### src/rtl/exc_pkg.sv
// Shared constants and helpers for the exception-code encoder.
package exc_pkg;

    typedef logic [3:0] code_t;
    typedef logic [3:0] mode_t;

    localparam code_t CODE_NONE      = 4'd0;
    localparam code_t CODE_RESTART   = 4'd1;
    localparam code_t CODE_ERROR     = 4'd2;
    localparam code_t CODE_RESUME    = 4'd3;
    localparam code_t CODE_PAUSE     = 4'd4;
    localparam code_t CODE_UART_REQ  = 4'd5;
    localparam code_t CODE_UART_DONE = 4'd6;

    localparam mode_t MODE_ERROR = 4'd2;
    localparam mode_t MODE_PAUSE = 4'd4;
    localparam mode_t MODE_RUN   = 4'd5;
    localparam mode_t MODE_UART  = 4'd6;

    localparam int ACK_TIMEOUT_DEF = 15;

    typedef enum logic [0:0] {
        ST_IDLE     = 1'b0,
        ST_WAIT_ACK = 1'b1
    } state_e;

    // Mode the clock controller must reach to acknowledge a code.
    function automatic mode_t code_target(input code_t code);
        mode_t t;
        case (code)
            CODE_RESTART:   t = MODE_RUN;
            CODE_ERROR:     t = MODE_ERROR;
            CODE_RESUME:    t = MODE_RUN;
            CODE_PAUSE:     t = MODE_PAUSE;
            CODE_UART_REQ:  t = MODE_UART;
            CODE_UART_DONE: t = MODE_RUN;
            default:        t = 4'd0;
        endcase
        return t;
    endfunction

    // Whether a code makes sense in the current mode; otherwise it is dropped.
    function automatic logic code_applicable(input code_t code, input mode_t mode);
        logic a;
        case (code)
            CODE_RESTART:   a = (mode != MODE_UART);
            CODE_ERROR:     a = (mode != MODE_UART);
            CODE_RESUME:    a = (mode == MODE_PAUSE);
            CODE_PAUSE:     a = (mode != MODE_ERROR) && (mode != MODE_UART);
            CODE_UART_REQ:  a = 1'b1;
            CODE_UART_DONE: a = (mode == MODE_UART);
            default:        a = 1'b0;
        endcase
        return a;
    endfunction

    // Pending-vector bit owned by a code (bit k-1 holds code k).
    function automatic logic [5:0] code_mask(input code_t code);
        logic [5:0] m;
        case (code)
            CODE_RESTART:   m = 6'b000001;
            CODE_ERROR:     m = 6'b000010;
            CODE_RESUME:    m = 6'b000100;
            CODE_PAUSE:     m = 6'b001000;
            CODE_UART_REQ:  m = 6'b010000;
            CODE_UART_DONE: m = 6'b100000;
            default:        m = 6'b000000;
        endcase
        return m;
    endfunction

endpackage

### src/rtl/exc_encoder_if.sv
// Event inputs and code/status outputs of the exception encoder.
interface exc_encoder_if;
    import exc_pkg::*;

    logic        ill_instr_i;
    logic        misalign_i;
    logic        restart_req_i;
    logic        pause_req_i;
    logic        resume_req_i;
    logic        uart_req_i;
    logic        uart_done_i;
    logic [31:0] pc_i;
    mode_t       mode_i;

    code_t       exc_code_o;
    logic        busy_o;
    logic [31:0] epc_o;
    logic [1:0]  cause_o;
    logic        timeout_o;
    logic [7:0]  drop_cnt_o;

    modport slave (
        input  ill_instr_i, misalign_i, restart_req_i, pause_req_i,
               resume_req_i, uart_req_i, uart_done_i, pc_i, mode_i,
        output exc_code_o, busy_o, epc_o, cause_o, timeout_o, drop_cnt_o
    );

    modport master (
        output ill_instr_i, misalign_i, restart_req_i, pause_req_i,
               resume_req_i, uart_req_i, uart_done_i, pc_i, mode_i,
        input  exc_code_o, busy_o, epc_o, cause_o, timeout_o, drop_cnt_o
    );

endinterface

### src/rtl/exc_prio_sel.sv
// Picks the highest-priority pending event and classifies it against the mode.
module exc_prio_sel
    import exc_pkg::*;
(
    input  logic [5:0] pend_i,
    input  mode_t      mode_i,
    output logic       valid_o,
    output code_t      code_o,
    output mode_t      target_o,
    output logic       appl_o,
    output logic [5:0] mask_o
);

    code_t code_s;

    // Fixed priority: error, restart, uart request, uart done, pause, resume.
    always_comb begin
        code_s = CODE_NONE;
        if (pend_i[1]) begin
            code_s = CODE_ERROR;
        end else if (pend_i[0]) begin
            code_s = CODE_RESTART;
        end else if (pend_i[4]) begin
            code_s = CODE_UART_REQ;
        end else if (pend_i[5]) begin
            code_s = CODE_UART_DONE;
        end else if (pend_i[3]) begin
            code_s = CODE_PAUSE;
        end else if (pend_i[2]) begin
            code_s = CODE_RESUME;
        end else begin
            code_s = CODE_NONE;
        end
    end

    assign valid_o  = (code_s != CODE_NONE);
    assign code_o   = code_s;
    assign target_o = code_target(code_s);
    assign appl_o   = code_applicable(code_s, mode_i);
    assign mask_o   = code_mask(code_s);

endmodule

### src/rtl/exc_encoder.sv
// Turns exception/control pulses into one code at a time for the clock
// controller and waits for the matching mode before issuing the next.
module exc_encoder
    import exc_pkg::*;
#(
    parameter int ACK_TIMEOUT = ACK_TIMEOUT_DEF
) (
    input  logic          clk_i,
    input  logic          rst_i,
    exc_encoder_if.slave  bus
);

    // Timer counts completed WAIT_ACK cycles minus one; expiry on the last value.
    localparam int TW = (ACK_TIMEOUT > 2) ? $clog2(ACK_TIMEOUT) : 1;
    localparam logic [TW-1:0] TIMER_LAST = TW'(ACK_TIMEOUT - 1);
    localparam logic [TW-1:0] TIMER_ONE  = TW'(32'd1);
    localparam logic [TW-1:0] TIMER_ZERO = TW'(32'd0);

    state_e        state_q, state_d;
    logic [5:0]    pend_q, pend_d;
    code_t         code_q, code_d;
    mode_t         target_q, target_d;
    logic [TW-1:0] timer_q, timer_d;
    logic          busy_q, busy_d;
    logic          timeout_q, timeout_d;
    logic [7:0]    drop_q, drop_d;
    logic          capt_q, capt_d;
    logic [31:0]   epc_q, epc_d;
    logic [1:0]    cause_q, cause_d;

    logic          sel_valid_s;
    code_t         sel_code_s;
    mode_t         sel_target_s;
    logic          sel_appl_s;
    logic [5:0]    sel_mask_s;
    logic [5:0]    pend_clr_s;
    logic [5:0]    evt_s;
    logic          err_s;
    logic          capt_clr_s;

    assign err_s = bus.ill_instr_i | bus.misalign_i;
    assign evt_s = {bus.uart_done_i, bus.uart_req_i, bus.pause_req_i,
                    bus.resume_req_i, err_s, bus.restart_req_i};

    exc_prio_sel u_prio_sel (
        .pend_i   (pend_q),
        .mode_i   (bus.mode_i),
        .valid_o  (sel_valid_s),
        .code_o   (sel_code_s),
        .target_o (sel_target_s),
        .appl_o   (sel_appl_s),
        .mask_o   (sel_mask_s)
    );

    // Next-state: service one pending event in IDLE, wait for ack or expiry in WAIT_ACK.
    always_comb begin
        state_d    = state_q;
        code_d     = code_q;
        target_d   = target_q;
        timer_d    = timer_q;
        timeout_d  = timeout_q;
        drop_d     = drop_q;
        pend_clr_s = 6'b000000;
        capt_clr_s = 1'b0;
        case (state_q)
            ST_IDLE: begin
                if (sel_valid_s) begin
                    pend_clr_s = sel_mask_s;
                    if (sel_appl_s) begin
                        code_d   = sel_code_s;
                        target_d = sel_target_s;
                        timer_d  = TIMER_ZERO;
                        state_d  = ST_WAIT_ACK;
                    end else begin
                        drop_d = (drop_q == 8'hFF) ? drop_q : drop_q + 8'd1;
                    end
                end else begin
                    state_d = ST_IDLE;
                end
            end
            ST_WAIT_ACK: begin
                if (bus.mode_i == target_q) begin
                    code_d     = CODE_NONE;
                    state_d    = ST_IDLE;
                    capt_clr_s = (code_q == CODE_RESTART);
                end else if (timer_q == TIMER_LAST) begin
                    code_d    = CODE_NONE;
                    timeout_d = 1'b1;
                    state_d   = ST_IDLE;
                end else begin
                    timer_d = timer_q + TIMER_ONE;
                end
            end
            default: begin
                state_d = ST_IDLE;
                code_d  = CODE_NONE;
            end
        endcase
        // New pulses win over a same-cycle clear so a re-pulse is never lost.
        pend_d = (pend_q & ~pend_clr_s) | evt_s;
        busy_d = (state_d == ST_WAIT_ACK);
    end

    // First-error capture: freeze PC and cause until a restart is acknowledged.
    always_comb begin
        capt_d  = capt_q;
        epc_d   = epc_q;
        cause_d = cause_q;
        if (capt_clr_s) begin
            capt_d = 1'b0;
        end else if (err_s && !capt_q) begin
            capt_d  = 1'b1;
            epc_d   = bus.pc_i;
            cause_d = {bus.misalign_i, bus.ill_instr_i};
        end else begin
            capt_d = capt_q;
        end
    end

    // State and output registers with synchronous reset.
    always_ff @(posedge clk_i) begin
        if (rst_i) begin
            state_q   <= ST_IDLE;
            pend_q    <= 6'b000000;
            code_q    <= CODE_NONE;
            target_q  <= 4'd0;
            timer_q   <= TIMER_ZERO;
            busy_q    <= 1'b0;
            timeout_q <= 1'b0;
            drop_q    <= 8'd0;
            capt_q    <= 1'b0;
            epc_q     <= 32'd0;
            cause_q   <= 2'b00;
        end else begin
            state_q   <= state_d;
            pend_q    <= pend_d;
            code_q    <= code_d;
            target_q  <= target_d;
            timer_q   <= timer_d;
            busy_q    <= busy_d;
            timeout_q <= timeout_d;
            drop_q    <= drop_d;
            capt_q    <= capt_d;
            epc_q     <= epc_d;
            cause_q   <= cause_d;
        end
    end

    assign bus.exc_code_o = code_q;
    assign bus.busy_o     = busy_q;
    assign bus.epc_o      = epc_q;
    assign bus.cause_o    = cause_q;
    assign bus.timeout_o  = timeout_q;
    assign bus.drop_cnt_o = drop_q;

endmodule

### src/flat_wrapper.sv
// flat-port wrapper written by rule: the top's interface ports become plain ports
module exc_encoder_flat import exc_pkg::*;
#(
    parameter int ACK_TIMEOUT = ACK_TIMEOUT_DEF
)
  (clk_i, rst_i, bus_ill_instr_i, bus_misalign_i, bus_restart_req_i, bus_pause_req_i, bus_resume_req_i, bus_uart_req_i, bus_uart_done_i, bus_pc_i, bus_mode_i, bus_exc_code_o, bus_busy_o, bus_epc_o, bus_cause_o, bus_timeout_o, bus_drop_cnt_o);
  exc_encoder_if bus_i ();
  input  logic clk_i;
  input  logic rst_i;
  input wire logic [$bits(bus_i.ill_instr_i)-1:0] bus_ill_instr_i;
  input wire logic [$bits(bus_i.misalign_i)-1:0] bus_misalign_i;
  input wire logic [$bits(bus_i.restart_req_i)-1:0] bus_restart_req_i;
  input wire logic [$bits(bus_i.pause_req_i)-1:0] bus_pause_req_i;
  input wire logic [$bits(bus_i.resume_req_i)-1:0] bus_resume_req_i;
  input wire logic [$bits(bus_i.uart_req_i)-1:0] bus_uart_req_i;
  input wire logic [$bits(bus_i.uart_done_i)-1:0] bus_uart_done_i;
  input wire logic [$bits(bus_i.pc_i)-1:0] bus_pc_i;
  input wire logic [$bits(bus_i.mode_i)-1:0] bus_mode_i;
  output wire logic [$bits(bus_i.exc_code_o)-1:0] bus_exc_code_o;
  output wire logic [$bits(bus_i.busy_o)-1:0] bus_busy_o;
  output wire logic [$bits(bus_i.epc_o)-1:0] bus_epc_o;
  output wire logic [$bits(bus_i.cause_o)-1:0] bus_cause_o;
  output wire logic [$bits(bus_i.timeout_o)-1:0] bus_timeout_o;
  output wire logic [$bits(bus_i.drop_cnt_o)-1:0] bus_drop_cnt_o;
  assign bus_i.ill_instr_i = bus_ill_instr_i;
  assign bus_i.misalign_i = bus_misalign_i;
  assign bus_i.restart_req_i = bus_restart_req_i;
  assign bus_i.pause_req_i = bus_pause_req_i;
  assign bus_i.resume_req_i = bus_resume_req_i;
  assign bus_i.uart_req_i = bus_uart_req_i;
  assign bus_i.uart_done_i = bus_uart_done_i;
  assign bus_i.pc_i = bus_pc_i;
  assign bus_i.mode_i = bus_mode_i;
  assign bus_exc_code_o = bus_i.exc_code_o;
  assign bus_busy_o = bus_i.busy_o;
  assign bus_epc_o = bus_i.epc_o;
  assign bus_cause_o = bus_i.cause_o;
  assign bus_timeout_o = bus_i.timeout_o;
  assign bus_drop_cnt_o = bus_i.drop_cnt_o;
  exc_encoder #(.ACK_TIMEOUT(ACK_TIMEOUT)) u_core (.clk_i(clk_i), .rst_i(rst_i), .bus(bus_i));
endmodule
### config.mk
export PLATFORM = sky130hd
export DESIGN_NAME = exc_encoder_flat
export DESIGN_NICKNAME = d
export VERILOG_FILES = /design/src/rtl/exc_pkg.sv /design/src/rtl/exc_encoder_if.sv /design/src/rtl/exc_prio_sel.sv /design/src/rtl/exc_encoder.sv /design/src/flat_wrapper.sv
export SDC_FILE = /design/constraint.sdc
export NUM_CORES = 1
export LEC_CHECK = 0
export CELL_PAD_IN_SITES_DETAIL_PLACEMENT = 0
export CELL_PAD_IN_SITES_GLOBAL_PLACEMENT = 2
export CORE_ASPECT_RATIO = 1.2
export CORE_MARGIN = 3
export CORE_UTILIZATION = 26
export DETAILED_ROUTE_END_ITERATION = 8
export GPL_TIMING_DRIVEN = 0
export PLACE_DENSITY_LB_ADDON = 0.1
export REMOVE_ABC_BUFFERS = 1
export SKIP_CTS_REPAIR_TIMING = 1
export SLEW_MARGIN = 20
export SYNTH_ARGS = -nofsm -noshare
export SYNTH_HDL_FRONTEND = slang
export SYNTH_SLANG_ARGS = --single-unit
### constraint.sdc
create_clock -name clk_i -period 2.11 [get_ports clk_i]
set_input_delay 0.422 -clock clk_i [delete_from_list [all_inputs] [get_ports clk_i]]
set_output_delay 0.422 -clock clk_i [all_outputs]
set_load 0.1 [all_outputs]
==> metrics <==
Seq cells post-synth=61; synth unique cells=50; die outline area=11,400 um2; FMAX=0.506 GHz; first-pass GRT wire length=11.0 mm; area occupied by multi-input gates=~1400 um2; CTS tree=done; die height=approximately 120 um; Rows=39; DP HPWL=4.84 mm; largest net degree at the start of global routing=47; async set-reset flop share out of synthesis=0%; Critical Path RT=1690 ps; RSZ-0062 raised after global routing=false; clock tree sinks=61; Setup CP Type=reg2out; Post-synth top flop=dfxtp_1; Boundary Pins=93; DP Area=3660 um2; crit path launch type=flip-flop; Clk pin slew, worst setup/hold paths=~60 ps; crit share post-route=a little over nine tenths; Avg Cell Area, Syn=9.51 um2; Pre-antenna DRT Iters=3; TritonCTS Buffers=9; vias in the first global route=2,101; GRT Total Usage=12.2%; Core Util, Final=43.1%; Final Hold Viols=0; Routed WL=between 6 and 7 mm; die width=between 90 and 100 um; drt drc=0; Via Count=2,249; routed len/inst=between 10 and 15 um; Root Driver=clkbuf_16; Syn Std Cell Area=between 2000 and 3000 um2; grt ovf=0; CP Capture Type=output pin; P&R area growth vs syn=58.1%; DRT iter0 DRCs=31; FF-to-FF Start=u_core.pend_q[5]; gpl congestion=0.668; Tightest Hold Check Type=in2reg; max-slew violation count=0; Finished Layout Cells=498; via/cell ratio=4.52; Inst Count DP=480; Final #Nets=~420; H-tree levels=3; core outline area=slightly below 10,000 um2; n_diodes=0; warnings from Yosys=0; initial antenna violation count=0; Worst path slowest cell=dlymetal6s2s_1; Worst Skew=7.31 ps; Worst Path Arrival=1550 ps; sequential share of the synthesized area=roughly 46%; max incr delay on CP=790 ps; Top delay family on crit path=buffers and inverters; Static Leakage=around 2.4 nW; # setup viols final=0; crit path time final=1980 ps; antenna-violating nets left=0; Least-Margin Pin Slew=1030 ps; port buffer count=91; register area=1220 um2; post-route setup TNS=0 ps; share of layout cells above drive strength 1=12.3%; Longest Clk Path Bufs=2; Critical path origin=u_core.bus.drop_cnt_o[0]; worst vdd ir=0.429 mV; PD cells=892 nW/um2; fill cell count=978; CP cell instances=dlymetal6s2s_1; Cells after Synth=between 200 and 300; Design Area, Final=4180 um2; max cap viols=0; CP Max Fanout=7; worst-skew pair later-pin latency=320 ps; Rel. slew slack=31.5%; CP Buf/Inv Count=1; hold_ws=449 ps; initial cell density of the core=27.2%; number of synthesized flops with an enable pin=0; worst hold start=rst_i; outcome=completed
[routing by layer]
layer	track usage (%)	vias up	part of all wire [%]
li1	-	1161	-
met1	16.4	1006	49
met2	17.9	71	42
met3	3.17	11	7.0
met4	6.65	0	2.0
met5	0	-	0
[synthesized netlist by cell type, types with 2 or more instances]
library cell | number | area share, %
dfxtp_1 | 61 | 46
nor2_1 | 50 | 7.1
mux2i_1 | 37 | 14
a21oi_1 | 17 | 3.2
or3_1 | 9 | 2.1
nand2_1 | 7 | 0.99
nand3_1 | 7 | 1.3
buf_4 | 6 | 1.7
inv_1 | 6 | 0.85
o21ai_0 | 6 | 1.1
clkbuf_1 | 5 | 0.71
nand2b_1 | 5 | 1.2
nand4_1 | 4 | 0.95
nor2b_1 | 4 | 0.95
o32ai_1 | 4 | 1.3
buf_6 | 3 | 1.3
ha_1 | 3 | 1.4
nor3_1 | 3 | 0.57
xor2_1 | 3 | 0.99
a211oi_1 | 2 | 0.57
a31oi_1 | 2 | 0.47
mux2_2 | 2 | 0.85
nand3b_1 | 2 | 0.57
nor3b_1 | 2 | 0.57
nor4_1 | 2 | 0.47
o21a_1 | 2 | 0.57
[where the power goes]
part,internal [W],total (W),switching [W]
Sequential,0.00123,0.00130,0.0000658
Clock,0.00100,0.00151,0.000503
Combinational,0.000298,0.000926,0.000628
Total,0.00253,0.00373,0.00120
[kinds of logic after synthesis]
family          synth area share [%]
other cells                    0.142
buf+inv                         5.25
xor+xnor                       0.994
flops                           46.2
mux                             14.9
compound gates                  11.1
simple gates                    20.1
fa+ha+maj                       1.42
[cell usage in the layout (no fill, tap or decap), types with 5 or more instances in the layout]
cell	instances
dfxtp_1	60
nor2_1	50
dlymetal6s2s_1	50
clkdlybuf4s50_1	39
mux2i_1	37
a21oi_1	17
or3_1	9
clkbuf_16	9
nand3_1	7
nand2_1	7
inv_1	6
o21ai_0	6
nand2b_1	5
[flip-flops by register name, summed over array words and instances (netlist names)]
name,cells
u_core.pend_q,6
u_core.bus.cause_o,2
u_core.bus.busy_o,1
u_core.bus.drop_cnt_o,8
u_core.bus.exc_code_o,3
u_core.target_q,3
u_core.bus.timeout_o,1
u_core.capt_q,1
u_core.bus.epc_o,32
u_core.timer_q,4
[final cells by class]
cell class,instances,share of cell area (%)
sequential,61,29.2
multi-input combinational,195,32.7
clock inverter,4,1.08
clock buffer,12,6.37
timing repair buffer,97,26.4
inverter,6,0.538
tap,123,3.68
[final timing paths]
path,end,slack (ps),depth (start not counted)
min reg2reg,u_core.bus.timeout_o,470,2
min,u_core.pend_q[4],450,2
max,bus_drop_cnt_o[0],130,1
max reg2reg,u_core.bus.drop_cnt_o[0],190,5
[through the flow]
| stage | total power (W) | setup WS (ps) |
|---|---|---|
| 6_report | 0.00373 | 134 |
| 5_1_grt | 0.00390 | 29.2 |
| 4_1_cts | 0.00378 | -424 |
| 3_5_place_dp | 0.00224 | -638 |
| 3_3_place_gp | 0.00224 | -4900 |
| 2_1_floorplan | 0.00196 | -3280 |
Note: power is estimated with default switching activity, not from simulation.
